--- config.mk ---
export PLATFORM = sky130hd
export DESIGN_NAME = dvi_rx_tmds_dec
export DESIGN_NICKNAME = d
export VERILOG_FILES = /design/src/rtl/dvi_rx_tmds_dec.sv
export SDC_FILE = /design/constraint.sdc
export NUM_CORES = 1
export LEC_CHECK = 0
export ABC_CLOCK_PERIOD_IN_PS = 4300
export CAP_MARGIN = 20
export CELL_PAD_IN_SITES_DETAIL_PLACEMENT = 1
export CELL_PAD_IN_SITES_GLOBAL_PLACEMENT = 1
export CORE_MARGIN = 4
export CORE_UTILIZATION = 44
export DETAILED_ROUTE_END_ITERATION = 10
export GPL_ROUTABILITY_DRIVEN = 0
export PLACE_DENSITY = 0.86
export SYNTH_ARGS = -nofsm -noshare
export SYNTH_HDL_FRONTEND = slang
export SYNTH_SLANG_ARGS = --single-unit
--- constraint.sdc ---
create_clock -name clock -period 4.3 [get_ports clock]
set_clock_uncertainty 0.2 [all_clocks]
set_input_delay 0.86 -clock clock [delete_from_list [all_inputs] [get_ports clock]]
set_output_delay 0.86 -clock clock [all_outputs]
set_load 0.05 [all_outputs]
--- src/rtl/dvi_rx_tmds_dec.sv ---
// -----------------------------------------------------------------------------
// dvi_rx_tmds_dec
// Receive-side TMDS decoder for one DVI channel. It finds the 10-bit word
// boundary in the free-running deserializer stream by hunting for runs of
// control tokens at each bit offset. It then decodes every aligned word into
// pixel data or a control value.
//
// Optional feature (macro DVI_RX_LOCK_LOSS_CNT_EN):
//   defined   : lock_loss_cnt counts LOCKED->SEARCH transitions and
//               saturates at 16'hFFFF
//   undefined : lock_loss_cnt is tied to zero
//
// Ports:
//   clock         in   channel pixel clock
//   reset         in   asynchronous, active-high reset
//   tmds_in[9:0]  in   raw deserializer word, bit 0 = earliest serial bit
//   den           out  1 = data word decoded, 0 = control or unlocked
//   data[7:0]     out  decoded pixel byte
//   ctrl[1:0]     out  decoded control value {c1,c0}
//   locked        out  word alignment achieved
//   offset[3:0]   out  current bit offset, 0..9
//   lock_loss_cnt out  lock-loss event counter (optional feature)
// -----------------------------------------------------------------------------
module dvi_rx_tmds_dec #(
  parameter int SEARCH_WIN = 4096,
  parameter int CTRL_RUN   = 8,
  parameter int LOSS_WIN   = 4096
) (
  input  logic        clock,
  input  logic        reset,
  input  logic [9:0]  tmds_in,
  output logic        den,
  output logic [7:0]  data,
  output logic [1:0]  ctrl,
  output logic        locked,
  output logic [3:0]  offset,
  output logic [15:0] lock_loss_cnt
);

  localparam int TR_W = $clog2(CTRL_RUN + 1);
  localparam int SC_W = $clog2(SEARCH_WIN + 1);
  localparam int GC_W = $clog2(LOSS_WIN + 1);
  localparam logic [TR_W-1:0] TR_MAX  = TR_W'(CTRL_RUN);
  localparam logic [TR_W-1:0] TR_LAST = TR_W'(CTRL_RUN - 1);
  localparam logic [SC_W-1:0] SC_MAX  = SC_W'(SEARCH_WIN);
  localparam logic [SC_W-1:0] SC_LAST = SC_W'(SEARCH_WIN - 1);
  localparam logic [GC_W-1:0] GC_MAX  = GC_W'(LOSS_WIN);
  localparam logic [GC_W-1:0] GC_LAST = GC_W'(LOSS_WIN - 1);

  typedef enum logic [0:0] {ST_SEARCH = 1'b0, ST_LOCKED = 1'b1} state_t;

  // Token lookup: returns {hit, value}.
  function automatic logic [2:0] tok_lookup(input logic [9:0] w);
    logic [2:0] r;
    case (w)
      10'b1101010100: r = 3'b100;
      10'b0010101011: r = 3'b101;
      10'b0101010100: r = 3'b110;
      10'b1010101011: r = 3'b111;
      default:        r = 3'b000;
    endcase
    return r;
  endfunction

  // Undo the TMDS transition-minimising encoding of a data word.
  function automatic logic [7:0] tmds_data(input logic [9:0] w);
    logic [7:0] d;
    logic [7:0] q;
    d    = w[9] ? ~w[7:0] : w[7:0];
    q[0] = d[0];
    for (int i = 1; i < 8; i++) begin
      q[i] = w[8] ? (d[i] ^ d[i-1]) : ~(d[i] ^ d[i-1]);
    end
    return q;
  endfunction

  logic [9:0]      w0_r, w1_r;
  logic [19:0]     cat_s;
  logic [9:0]      aligned_s;
  logic [2:0]      tok_s;
  logic [7:0]      q_s;
  state_t          state_r, state_nxt_s;
  logic [TR_W-1:0] tok_run_r, tok_run_nxt_s;
  logic [SC_W-1:0] srch_cnt_r, srch_cnt_nxt_s;
  logic [GC_W-1:0] gap_cnt_r, gap_cnt_nxt_s;
  logic [3:0]      offset_r, offset_nxt_s;
  logic            den_nxt_s, locked_nxt_s;
  logic [7:0]      data_nxt_s;
  logic [1:0]      ctrl_nxt_s;
  logic            den_r, locked_r;
  logic [7:0]      data_r;
  logic [1:0]      ctrl_r;

  assign cat_s  = {w0_r, w1_r};
  assign tok_s  = tok_lookup(aligned_s);
  assign q_s    = tmds_data(aligned_s);
  assign den    = den_r;
  assign data   = data_r;
  assign ctrl   = ctrl_r;
  assign locked = locked_r;
  assign offset = offset_r;

  // Two-word capture pipeline feeding the barrel selector.
  always_ff @(posedge clock or posedge reset) begin
    if (reset) begin
      w0_r <= 10'd0;
      w1_r <= 10'd0;
    end else begin
      w0_r <= tmds_in;
      w1_r <= w0_r;
    end
  end

  // Select the 10-bit window at the current bit offset (older word in low bits).
  always_comb begin
    aligned_s = cat_s[9:0];
    case (offset_r)
      4'd0:    aligned_s = cat_s[9:0];
      4'd1:    aligned_s = cat_s[10:1];
      4'd2:    aligned_s = cat_s[11:2];
      4'd3:    aligned_s = cat_s[12:3];
      4'd4:    aligned_s = cat_s[13:4];
      4'd5:    aligned_s = cat_s[14:5];
      4'd6:    aligned_s = cat_s[15:6];
      4'd7:    aligned_s = cat_s[16:7];
      4'd8:    aligned_s = cat_s[17:8];
      4'd9:    aligned_s = cat_s[18:9];
      default: aligned_s = cat_s[9:0];
    endcase
  end

  // FSM state, counters and offset register.
  always_ff @(posedge clock or posedge reset) begin
    if (reset) begin
      state_r    <= ST_SEARCH;
      tok_run_r  <= '0;
      srch_cnt_r <= '0;
      gap_cnt_r  <= '0;
      offset_r   <= 4'd0;
    end else begin
      state_r    <= state_nxt_s;
      tok_run_r  <= tok_run_nxt_s;
      srch_cnt_r <= srch_cnt_nxt_s;
      gap_cnt_r  <= gap_cnt_nxt_s;
      offset_r   <= offset_nxt_s;
    end
  end

  // Next-state logic: token-run hunt per offset, gap watchdog while locked.
  always_comb begin
    state_nxt_s    = state_r;
    tok_run_nxt_s  = tok_run_r;
    srch_cnt_nxt_s = srch_cnt_r;
    gap_cnt_nxt_s  = gap_cnt_r;
    offset_nxt_s   = offset_r;
    case (state_r)
      ST_SEARCH: begin
        if (tok_s[2]) begin
          tok_run_nxt_s = (tok_run_r == TR_MAX) ? TR_MAX : tok_run_r + TR_W'(1);
        end else begin
          tok_run_nxt_s = '0;
        end
        srch_cnt_nxt_s = (srch_cnt_r == SC_MAX) ? SC_MAX : srch_cnt_r + SC_W'(1);
        // Lock takes priority over an offset advance in the same cycle.
        if (tok_s[2] && (tok_run_r == TR_LAST)) begin
          state_nxt_s   = ST_LOCKED;
          gap_cnt_nxt_s = '0;
        end else if (srch_cnt_r == SC_LAST) begin
          offset_nxt_s   = (offset_r == 4'd9) ? 4'd0 : offset_r + 4'd1;
          tok_run_nxt_s  = '0;
          srch_cnt_nxt_s = '0;
        end else begin
          state_nxt_s = ST_SEARCH;
        end
      end
      ST_LOCKED: begin
        if (tok_s[2]) begin
          gap_cnt_nxt_s = '0;
        end else begin
          gap_cnt_nxt_s = (gap_cnt_r == GC_MAX) ? GC_MAX : gap_cnt_r + GC_W'(1);
        end
        if (!tok_s[2] && (gap_cnt_r == GC_LAST)) begin
          state_nxt_s    = ST_SEARCH;
          tok_run_nxt_s  = '0;
          srch_cnt_nxt_s = '0;
        end else begin
          state_nxt_s = ST_LOCKED;
        end
      end
      default: begin
        state_nxt_s = ST_SEARCH;
      end
    endcase
  end

  // Output decode; uses the post-update lock state so the locking token and
  // the lock-losing word already show their new form.
  always_comb begin
    locked_nxt_s = (state_nxt_s == ST_LOCKED);
    den_nxt_s    = 1'b0;
    data_nxt_s   = 8'd0;
    ctrl_nxt_s   = 2'd0;
    if (locked_nxt_s) begin
      if (tok_s[2]) begin
        ctrl_nxt_s = tok_s[1:0];
      end else begin
        den_nxt_s  = 1'b1;
        data_nxt_s = q_s;
        ctrl_nxt_s = ctrl_r;
      end
    end else begin
      den_nxt_s = 1'b0;
    end
  end

  // Registered outputs.
  always_ff @(posedge clock or posedge reset) begin
    if (reset) begin
      den_r    <= 1'b0;
      data_r   <= 8'd0;
      ctrl_r   <= 2'd0;
      locked_r <= 1'b0;
    end else begin
      den_r    <= den_nxt_s;
      data_r   <= data_nxt_s;
      ctrl_r   <= ctrl_nxt_s;
      locked_r <= locked_nxt_s;
    end
  end

`ifdef DVI_RX_LOCK_LOSS_CNT_EN
  logic [15:0] lock_loss_cnt_r;

  assign lock_loss_cnt = lock_loss_cnt_r;

  // Saturating count of LOCKED->SEARCH transitions.
  always_ff @(posedge clock or posedge reset) begin
    if (reset) begin
      lock_loss_cnt_r <= 16'd0;
    end else if ((state_r == ST_LOCKED) && (state_nxt_s == ST_SEARCH) &&
                 (lock_loss_cnt_r != 16'hFFFF)) begin
      lock_loss_cnt_r <= lock_loss_cnt_r + 16'd1;
    end else begin
      lock_loss_cnt_r <= lock_loss_cnt_r;
    end
  end
`else
  assign lock_loss_cnt = 16'd0;
`endif

endmodule

Word level (Yosys, flattened, before mapping):

Cells that the tools add are included.

* add/subtract/negate cells: 4
* eq/ne operators: 22
* multiplexer cells: 35
* bitwise operators: 17
* reductions and logical operators: 4

Operator list (count)
* $mux 13: 7
* $pmux 10 s9: 1
* $pmux 13 s2: 2
* $add 13x1->13 const B: 2
* $eq 13x12->1 const B: 2
* $eq 13x13->1 const B: 2
* $mux 4: 6
* $mux 8: 3
* $eq 10x10->1 const B: 2
* $eq 4x3->1 const B: 5
* $eq 4x4->1 const B: 3
* $pmux 3 s4: 1
* $mux 1: 11
* $eq 10x8->1 const B: 1
* $eq 10x9->1 const B: 1
* $not 1->1: 9
* $add 4x1->4 const B: 2
* $eq 4x2->1 const B: 2
* $not 8->8: 1
* $pmux 4 s2: 1
* $xor 1x1->1: 7
* $eq 4x1->1 const B: 1
* $mux 2: 2
* $ne 2x2->1 const B: 2
* 5 further kinds: 6

* flip-flop bits (word level): 66
* input bits: 12
* output and inout port bits: 32
* word-level logic and storage cells: 92

Logic depth before layout (Yosys ltp):

Gate-level depths: netlist (run 1).

* depth after elaboration: 9
* gate-level depth with buffers: 17
* mapped depth without buffers: 13

Worst setup path after synthesis (run 1):

Ideal clock, no wire load.

* kind: reg-to-reg
* from: reg offset_r[1] (netlist: offset[1])
* to: reg offset_r[1] (netlist: offset[1])
* setup time: 0.128 ns
* arrival time: 3.945 ns
* data required time: 3.972 ns
* slack: 0.028 ns
* stages on the path, launching flop included: 17
* path buffers: 4
* clock period less this slack: 4.272 ns
* path through: dfrtp_1 > buf_4 > clkbuf_1 > clkbuf_1 > buf_1 > nor2_1 > a211oi_1 > nor3_1 > a221o_1 > inv_1 > ha_1 > nand4_1 > or2_2 > a211oi_1 > a211oi_4 > nand3_1 > mux2_1

* longest elaborated chain between the ends: 7
* elaborated cells on any way between the ends: 20
* those cells by class: add/sub: 1; eq/ne: 13; mux: 3; bitwise: 1; reduce/logical: 2

RTL lines
* start: declaration: line 86 `logic [3:0] offset_r, offset_nxt_s;`
* start signal: assignment: line 145 `offset_r <= offset_nxt_s;`
* $eq 4x4->1, or another cell as far along: line 117, 169
* $pmux 10 s9: line 117 `case (offset_r)`
* $eq 10x10->1, or another cell as far along: line 55 `case (w)`
* $pmux 3 s4: line 55
* $logic_and 1x1->1: line 165 `if (tok_s[2] && (tok_run_r == TR_LAST)) begin`
* $not 1->1 (no line)
* $reduce_and 3->1 (no line)

Parallel ways exist; a longest one is shown, timed or not.
A chain may end at the register's enable or synchronous reset.

Worst setup path in the final report (run 1):

* from: reg offset_r[2] (netlist: offset[2])
* to: reg srch_cnt_r[9]

* longest elaborated chain between the ends: 7
* elaborated cells on any way between the ends: 21
* those cells by class: eq/ne: 14; mux: 4; reduce/logical: 3

RTL lines
* $eq 4x4->1, or another cell as far along: line 117
* $pmux 10 s9 *: line 117
* $eq 10x10->1, or another cell as far along: line 55
* $pmux 3 s4 *: line 55
* $logic_and 1x1->1 / $logic_not 1->1 (equally long branches): line 165, 182
* $mux 13 / $logic_and 1x1->1 (equally long branches): line 165, 182
* $pmux 13 s2 / $ne 2x1->1 (equally long branches)
* end signal: assignment: line 143 `srch_cnt_r <= srch_cnt_nxt_s;`
* end: declaration: line 84 `logic [SC_W-1:0] srch_cnt_r, srch_cnt_nxt_s;`

Mark *: on every way between the ends. The rest lies on a longest branch, timed or not.

==> results of run 1 <==
==> placed cells by master, fill, tap and decap left out, types with 5 or more instances in the layout <==
cell,netlist,routed
dfrtp_1,66,65
nand2_1,21,21
o21ai_0,24,24
a31oi_1,12,12
nor2_1,43,43
buf_4,19,19
a21oi_1,27,27
nand3_1,25,25
a211oi_1,6,5
xnor2_1,18,18
clkbuf_8,0,11
clkdlybuf4s50_1,0,27
and3_1,9,9
mux2i_1,9,9
nor3_1,8,8
nand2b_1,12,12
a21o_1,6,6
nor2b_1,7,7
conb_1,1,16
o2bb2ai_1,5,5
a22o_1,9,9
inv_1,32,31
ha_1,14,14
==> worst register-to-register path: cells and delay by family, from the launching register on <==
family | cells | cell delay [ns]
AOI/OAI and AO/OA | 6 | 1.66
adders and majority gates | 1 | 0.23
DFF | 1 | 0.66
and+or+nand+nor | 4 | 1.20
==> repair_timing <==
item / in CTS / in global routing
hold buffers: 0 / 0
hold endpoints to repair: 0 / 0
resized for setup: 0 / 3
buffers inserted: 0 / 0
setup endpoints to repair: 0 / 13
==> cell families (layout without fill, tap and decap cells) <==
family                   Yosys count  count (layout)  share of synthesized area (%)
flip-flops                        66              66                           38.3
XOR/XNOR                          21              21                           4.26
AO/OA/AOI/OAI                    134             134                           22.3
adder cells (fa/ha/maj)           14              14                           4.06
other                              1              16                         0.0869
multiplexers                      15              15                           3.74
buffers and inverters             72              95                           8.18
AND/OR/NAND/NOR                  156             156                           19.1
==> per-stage QoR <==
step	total power [W]	instance area (um2)	worst slack, ns
CTS	0.00126	4890	0.179
global route	0.00130	4920	-0.00928
detailed placement	0.000764	4710	0.243
floorplan	0.000741	4370	0.0276
finish	0.00125	4920	0.277
global placement	0.000760	4710	0.408
==> state kept, by name, summed over array words and instances, names as in the netlist <==
signal / cells
ctrl: 2
data: 8
den: 1
gap_cnt_r: 13
locked: 1
offset: 4
srch_cnt_r: 13
tok_run_r: 4
w0_r: 10
w1_r: 10
==> where the power goes <==
part / switching (W) / total, W / leakage (nW) / internal, W
logic: 0.0000717 / 0.000107 / 1.15 / 0.0000355
clock network: 0.000252 / 0.000492 / 0.0924 / 0.000240
registers: 0.0000180 / 0.000648 / 0.860 / 0.000630
total: 0.000342 / 0.00125 / 2.10 / 0.000905
==> final timing paths <==
check | startpoint | endpoint | slack (ns) | cells past startpoint
min in group asynchronous | reset | w0_r[9] | 0.63 | 2
worst min-delay path | w0_r[9] | w1_r[9] | 0.15 | 0
max in group asynchronous | reset | gap_cnt_r[9] | 2.51 | 4
worst max register to register | offset[2] | srch_cnt_r[9] | 0.28 | 11
worst min register to register | w0_r[9] | w1_r[9] | 0.15 | 0
worst max-delay path | offset[2] | srch_cnt_r[9] | 0.28 | 11
==> per-layer routing <==
| metal | vias to the layer above | global-route usage (%) | part of all wire, % |
|---|---|---|---|
| li1 | 1762 | - | - |
| met1 | 1904 | 30.6 | 44 |
| met2 | 122 | 38.2 | 49 |
| met3 | 26 | 3.25 | 4.9 |
| met4 | 0 | 8.58 | 2.0 |
| met5 | - | 0 | 0 |
==> final cells by class <==
cell class,count,area (um2)
tap,129,161
inverter,32,120
clock inverter,4,26.3
multi-input combinational,356,2370
timing repair buffer,47,433
sequential,66,1650
clock buffer,12,155
fill,1146,4450
==> results.md, run 1 <==
* Largest cells by area after synthesis: dfrtp_1 38%, ha_1 4.1%, nor2_1 3.7%
* Clock root buffer master: clkbuf_8
* Synth Flop Type: dfrtp_1
* Diodes inserted at 0
* Routed Antenna Nets at 0
* Post-synth top cells: 66 x dfrtp_1, 43 x nor2_1, 32 x inv_1
* Layout Utilization at 52.5%
* Core footprint at 0.00937 mm2
* Crit path max-delay family: compound AO/OA/AOI/OAI gates
* Most frequent cell after synthesis: dfrtp_1
* Crit. End Element: flip-flop
* Peak VDD IR at 0.000105 V
* Fin cells at 646
* TNS Setup at 0 ns
* First-pass GRT wire length at 21.1 mm
* Sequential-to-total area share from yosys stat at 38.3%
* Row count at 35
* Syn. warnings at 0
* Clock Latency Late Sink at 0.36 ns
* #FFs+latches synth at 66
* Hold Crit Class: reg -> reg
* Routed WL at 12.5 mm
* Initial Utilization at 46.0%
* Crit path cell chain: or2_2, a2111oi_0, a31oi_1, o22ai_1, ha_1, nand4_1, or2_2, a2111oi_0, a211o_2, nor3b_1, a211o_1
* Layout Nets at 538
* DR vias at 3814
* Vias in the first global route at 4096
* Netlist area before placement at 0.00431 mm2
* First-pass DRT Iterations at 5
* Crit path time final at 4.02 ns
* Initial antenna violation count at 0
* Final hold vios at 0
* Crit path buffers/inverters at 0
* TritonCTS clock tree: built
* Clock Path Buffers at 2
* Crit Path Max Fanout at 20
* Crit path DAT at 4.12 ns
* Io pins at 44
* Final Cycle Share at 93.6%
* Port Buf Inserts at 27
* Clk pin slew, worst setup/hold paths at 0.07 ns
* Wirelength per Cell at 19.3 um
* Status: finished clean
* Startpoint class of the critical path: flip-flop
* Tot GR Track Use at 23.1%
* Leak at 2.10 nW
* Worst Path Class, Setup: reg -> reg
* DRC Markers at 0
* Ys async rst share at 100%
* Die Ht at 107 um
* Share of post-route cells with drive strength above 1 at 10.6%
* Fmax at 0.249 GHz
* Worst hold slack at 0.153 ns
* CP required at 4.40 ns
* # setup viols final at 0
* # Max-Cap Violations at 0
* Routed vias/inst at 5.90
* Post-synth EDFFs at 0
* Post-DP HPWL at 9.00 mm
* Slowest stage delay, CP at 0.66 ns
* CTS sink count at 66
* Cell taking the most area after synthesis: dfrtp_1
* Slew headroom at 49.3%
* Worst Tran Pin Value at 0.760 ns
* Post-Synthesis Cells at 479
* CTS Buf Count at 9
* Die width at 107 um
* H-tree depth at 3
* Synth top area share at 38.3%
* Max-slew violations at 0
* Total grt overflow at 0
* Layout area overhead at 14.1%
* Pwr/cell area at 253 mW/mm2
* Largest net degree at the start of global routing at 48
* Crit-path slowest cell: dfrtp_1
* Full die area at 0.0115 mm2
* DR iter-0 viols at 188
* Unique masters post-synth at 67
* Synthesized area per cell at 9.00 um2
* Post-Place Cells at 629
No activity file was read; power rests on OpenSTA's default activity.
==> run 2: changes to the inputs <==
Settings changed: GPL_ROUTABILITY_DRIVEN 0 to not set.
==> results.md, run 2 (synthesis results as in run 1) <==
* Status: finished clean
* Initial Utilization at 46.0% (unchanged)
* TNS Setup at 0 ns (unchanged)
* Core footprint at 0.00937 mm2 (unchanged)
* Slowest stage delay, CP at 0.52 ns (-0.14 ns)
* Crit path time final at 3.95 ns (-0.0743 ns)
* CP required at 4.38 ns (-0.02 ns)
* Fmax at 0.253 GHz (+1.9%)
* CTS sink count at 66 (unchanged)
* Row count at 35 (unchanged)
* Clock root buffer master: clkbuf_8
* Crit-path slowest cell: a2111oi_0
* Hold Crit Class: reg -> reg
* Diodes inserted at 0 (unchanged)
* Worst hold endpoint: w1_r[9]
* DRC Markers at 0 (unchanged)
* Power after layout at 0.00134 W (+7.3%)
* Crit. End Element: flip-flop
* Startpoint class of the critical path: flip-flop
* DR vias at 3890 (+2.0%)
* Wirelength per Cell at 19.8 um (+2.6%)
* Final Cycle Share at 91.8% (-1.7 points)
* Routed vias/inst at 6.04 (+2.3%)
* Crit path DAT at 4.03 ns (-0.09 ns)
* Switching part of the total at 26.1% (-1.3 points)
* TritonCTS clock tree: built
* Most common cell after layout, fill and taps aside: dfrtp_1
* Largest net degree at the start of global routing at 47 (-2.1%)
* Combinational power share at 7.8% (-0.8 points)
* H-tree depth at 3 (unchanged)
* Biggest regs: gap_cnt_r (13), srch_cnt_r (13)
* Switching power at 0.000349 W (+2.1%)
* R2R setup slack at 0.35 ns (+0.07 ns)
* Leak at 2.10 nW (-0.14%)
* Layout Nets at 536 (-0.37%)
* Io pins at 44 (unchanged)
* First-pass GRT wire length at 21.1 mm (unchanged)
* Full die area at 0.0115 mm2 (unchanged)
* CTS Buf Count at 9 (unchanged)
* Reg-to-reg startpoint: offset[2]
* Clock Path Buffers at 2 (unchanged)
* Worst Reg-to-Reg Cells at 12 (+1)
* Crit path cell chain: buf_4, or2_2, a2111oi_0, a31oi_1, o22ai_1, ha_1, nand4_1, or2_2, a2111oi_0, a211o_2, nor3b_1, a211o_1
* Hold_sp: w0_r[9]
* Total grt overflow at 0 (unchanged)
* Layout area overhead at 14.3%
* Initial antenna violation count at 0 (unchanged)
* Routed WL at 12.8 mm (+2.3%)
* Crit Path Max Fanout at 24 (+20%)
* Clock Latency Late Sink at 0.35 ns (about the same)
* # setup viols final at 0 (unchanged)
* Pwr/cell area at 271 mW/mm2 (+7.1%)
* Vias in the first global route at 4100 (+0.098%)
* Final hold vios at 0 (unchanged)
* Post-DP HPWL at 8.95 mm (-0.62%)
* Max-slew violations at 0 (unchanged)
* Slew headroom at 58.5% (+9.2 points)
* Die width at 107 um (unchanged)
* Tot GR Track Use at 23.3% (+0.25 points)
* Routed Antenna Nets at 0 (unchanged)
* R2R Path End: srch_cnt_r[9]
* DR iter-0 viols at 256 (+36%)
* Final Wtd Congestion at 0.902
* Most frequent cells in the layout: 64 x dfrtp_1, 43 x nor2_1, 31 x inv_1
* Die Ht at 107 um (unchanged)
* Worst Path Class, Setup: reg -> reg
* First-pass DRT Iterations at 4 (-1)
* Worst Tran Pin Value at 0.616 ns (-0.144 ns)
* Peak VDD IR at 0.000154 V (+46%)
* Share of post-route cells with drive strength above 1 at 10.7% (+0.041 points)
* Int Pwr at 0.000989 W (+9.2%)
* Reg power frac at 48.5% (-3.4 points)
* # Max-Cap Violations at 0 (unchanged)
* Port Buf Inserts at 27 (unchanged)
* Worst Hold Depth at 0 (unchanged)
* Clk pin slew, worst setup/hold paths at 0.08 ns (about the same)
* Proportion of power drawn by the clock network at 43.7% (+4.2 points)
[run 2: power by group through the flow]
| stage | registers (W) | clock network, W | logic (W) |
|---|---|---|---|
| finish | 0.000648 | 0.000585 | 0.000105 |
| global route | 0.000648 | 0.000626 | 0.000115 |
| CTS | 0.000647 | 0.000600 | 0.000105 |
| detailed placement | 0.000659 | 0 | 0.000104 |
| global placement | 0.000659 | 0 | 0.000101 |
| floorplan | 0.000650 | 0 | 0.0000917 |
[run 2: worst max path at each step]
stage / start / to / slack (ns) / cells after the start
after floorplan: offset[1] / offset[1] / 0.03 / 16
after global placement: offset[0] / offset[1] / 0.38 / 12
after detailed placement: offset[0] / gap_cnt_r[2] / 0.23 / 12
after CTS: offset[0] / offset[1] / 0.16 / 12
after global routing: offset[2] / srch_cnt_r[9] / -0.02 / 12
final: offset[2] / srch_cnt_r[9] / 0.35 / 12
[run 2: worst max-delay path, delay by kind of cell (launching register included)]
family	cells	cell delay, ns
AO/OA/AOI/OAI	6	1.76
AND/OR/NAND/NOR	4	1.06
flip-flops	1	0.39
adder cells (fa/ha/maj)	1	0.24
buffers and inverters	1	0.22
[run 2: timing repair]
item | in CTS | in global routing
hold endpoints to repair | 0 | 0
buffers inserted | 0 | 0
hold buffers | 0 | 0
gates resized for setup | 0 | 4
setup endpoints to repair | 0 | 22
[run 2: metrics by stage]
step	cells	util, %	setup slack [ns]	area, um2	hold slack (ns)
2_1_floorplan	494	-	0.0276	4370	0.131
3_3_place_gp	628	50.2	0.381	4700	0.136
3_5_place_dp	628	50.2	0.228	4700	0.136
4_1_cts	644	52.5	0.164	4920	0.153
5_1_grt	644	52.6	-0.0199	4930	0.168
6_report	644	52.6	0.351	4930	0.153
[run 2: metal layers]
layer | GRT usage, % | wire length [um] | vias up | part of all wire (%)
met5 | 0 | 0 | - | 0
met4 | 9.04 | 352 | 0 | 2.8
met3 | 3.91 | 662 | 38 | 5.2
met2 | 39.8 | 6460 | 126 | 51
met1 | 29.4 | 5300 | 1966 | 41
li1 | - | - | 1760 | -
[run 2: cell type report]
class | count | area [um2]
Multi-Input combinational cell | 356 | 2370
Sequential cell | 66 | 1650
Timing Repair Buffer | 45 | 405
Clock inverter | 7 | 93.8
Tap cell | 129 | 161
Fill cell | 1109 | 4440
Clock buffer | 9 | 124
Inverter | 32 | 120
==> run 3: changes to the inputs <==
Settings changed: CORE_MARGIN 4 to 2.
==> results.md, run 3 (synthesis results as in run 1) <==
* Hold Crit Class: reg -> reg
* R2R setup slack at 0.26 ns (-0.09 ns)
* Switching power at 0.000353 W (+1.1%)
* Worst Slack Setup Final at 0.261 ns (-0.0897 ns)
* Routed Antenna Nets at 0 (unchanged)
* Largest net degree at the start of global routing at 48 (+2.1%)
* Routed vias/inst at 5.98 (-0.92%)
* Die width at 103 um (-3.7%)
* # Max-Cap Violations at 0 (unchanged)
* Layout Utilization at 50.7% (-1.9 points)
* DR iter-0 viols at 227 (-11%)
* Row count at 36 (+2.9%)
* Share of post-route cells with drive strength above 1 at 9.94% (-0.74 points)
* Fillers at 1160 (+4.6%)
* Layout area overhead at 13.4%
* WL met3 at 618 um (-6.6%)
* First-pass DRT Iterations at 4 (unchanged)
* First-pass GRT wire length at 20.4 mm (-3.3%)
* Top layer in use: met4
* TNS Setup at 0 ns (unchanged)
* # setup viols final at 0 (unchanged)
* CTS Buf Count at 9 (unchanged)
* Reg power frac at 50.6% (+2.1 points)
* Crit path cell chain: buf_4, nor2_2, a21oi_1, buf_4, o22ai_1, inv_1, ha_1, nand4_1, or2_2, a211oi_1, buf_4, a211oi_4, nand3_1, mux2_1
* Postcts setup bufs at 0 (unchanged)
* Wirelength per Cell at 19.3 um (-2.7%)
* Initial antenna violation count at 0 (unchanged)
* Crit path buffers/inverters at 4 (+3)
* Int Pwr at 0.000929 W (-6.0%)
* DRC Markers at 0 (unchanged)
* Proportion of power drawn by the clock network at 41.2% (-2.5 points)
* Diodes inserted at 0 (unchanged)
* Peak VDD IR at 0.000117 V (-24%)
* Max-slew violations at 0 (unchanged)
* Combinational power share at 8.2% (+0.4 points)
* Final hold vios at 0 (unchanged)
* Die Ht at 103 um (-3.7%)
* Clock Latency Late Sink at 0.36 ns (about the same)
* Startpoint class of the critical path: flip-flop
* Crit. End Element: flip-flop
* DR vias at 3866 (-0.62%)
* Switching part of the total at 27.5% (+1.4 points)
* Final Cycle Share at 93.9% (+2.1 points)
* Layout Nets at 534 (-0.37%)
* Initial Utilization at 44.7% (-1.3 points)
* Most frequent cells in the layout: 65 x dfrtp_1, 43 x nor2_1, 31 x inv_1
* Cell repeated most along the worst path: buf_4
* Met2 Wirelength at 6.01 mm (-7.0%)
* CP required at 4.34 ns (-0.04 ns)
* Crit Path Max Fanout at 17 (-29%)
* Crit path DAT at 4.08 ns (+0.05 ns)
* TritonCTS clock tree: built
* H-tree depth at 3 (unchanged)
* Worst Path Class, Setup: reg -> reg
* Met1 WL at 5.40 mm (+1.9%)
* Slew headroom at 59.5% (+1.0 points)
* Crit path max-delay family: compound AO/OA/AOI/OAI gates
* Biggest regs: gap_cnt_r (13), srch_cnt_r (13)
* Crit path time final at 4.04 ns (+0.0897 ns)
* Pre-CTS WS at 0.105 ns (-0.123 ns)
* Full die area at 0.0106 mm2 (-7.3%)
* Clk pin slew, worst setup/hold paths at 0.07 ns (about the same)
* Worst Tran Pin Value at 0.607 ns (-0.00918 ns)
* Total grt overflow at 0 (unchanged)
* Post-DP HPWL at 8.77 mm (-2.0%)
* Io pins at 44 (unchanged)
* Crit-path slowest cell: dfrtp_1
* Fin cells at 646 (+0.31%)
* Leak at 2.09 nW (-0.75%)
* Routed WL at 12.5 mm (-2.4%)
* Pwr/cell area at 262 mW/mm2 (-3.4%)
* Most common cell after layout, fill and taps aside: dfrtp_1
* RSZ-0062 raised after global routing: false
* Clock Path Buffers at 2 (unchanged)
* CTS sink count at 66 (unchanged)
* Core footprint at 0.00964 mm2 (+2.9%)
* Fmax at 0.248 GHz (-2.2%)
* Clock root buffer master: clkbuf_8
* Vias in the first global route at 3927 (-4.2%)
* Status: finished clean
* Final Wtd Congestion at 0.973 (+7.9%)
* Post-Place Cells at 630 (+0.32%)
* Port Buf Inserts at 27 (unchanged)
* Slowest stage delay, CP at 0.60 ns (+0.08 ns)
* Tot GR Track Use at 25.0% (+1.7 points)
run 3: cell count changes in the layout (fill, tap and decap cells not counted), sizes merged:
cell / before / now
buf: 18 / 16
clkinv: 3 / 5
bufinv: 2 / 1
clkinvlp: 2 / 1
run 3: power groups by stage:
stage / sequential, W / clock [W] / combinational (W)
global route: 0.000649 / 0.000564 / 0.000115
floorplan: 0.000650 / 0 / 0.0000917
finish: 0.000648 / 0.000529 / 0.000105
global placement: 0.000659 / 0 / 0.000100
detailed placement: 0.000659 / 0 / 0.000105
CTS: 0.000647 / 0.000538 / 0.000106
run 3: per-layer routing:
layer,global-route usage [%],vias to the layer above
met1,32.1,1936
li1,-,1754
met5,0,-
met4,10.9,0
met2,41.4,137
met3,4.47,39
run 3: path summary, 6_finish.rpt:
kind                            depth (start not counted)         to       from
worst max register to register                         14  offset[1]  offset[1]
worst max-delay path                                   14  offset[1]  offset[1]
worst min-delay path                                    0    w1_r[9]    w0_r[9]
min in group asynchronous                               2    w0_r[0]      reset
worst min register to register                          0    w1_r[9]    w0_r[9]
max in group asynchronous                               3  offset[0]      reset
run 3: timing repair:
item                                    CTS  global route
hold buffers                              0             0
endpoints found under the setup margin    0            21
resized for setup                         0             2
run 3: layout make-up:
type                            instances  area [um2]  share of cell area [%]
Sequential cell                        66        1650                    33.8
Clock buffer                            9         124                    2.53
Tap cell                              133         166                    3.40
Clock inverter                          7        70.1                    1.43
Multi-Input combinational cell        356        2370                    48.4
Inverter                               32         120                    2.46
Timing Repair Buffer                   43         390                    7.98
run 3: metrics by stage:
stage	area (um2)	hold WS, ns	power (W)
2_1_floorplan	4370	0.131	0.000741
3_3_place_gp	4690	0.139	0.000759
3_5_place_dp	4690	0.156	0.000764
4_1_cts	4890	0.172	0.00129
5_1_grt	4890	0.179	0.00133
6_report	4890	0.167	0.00128
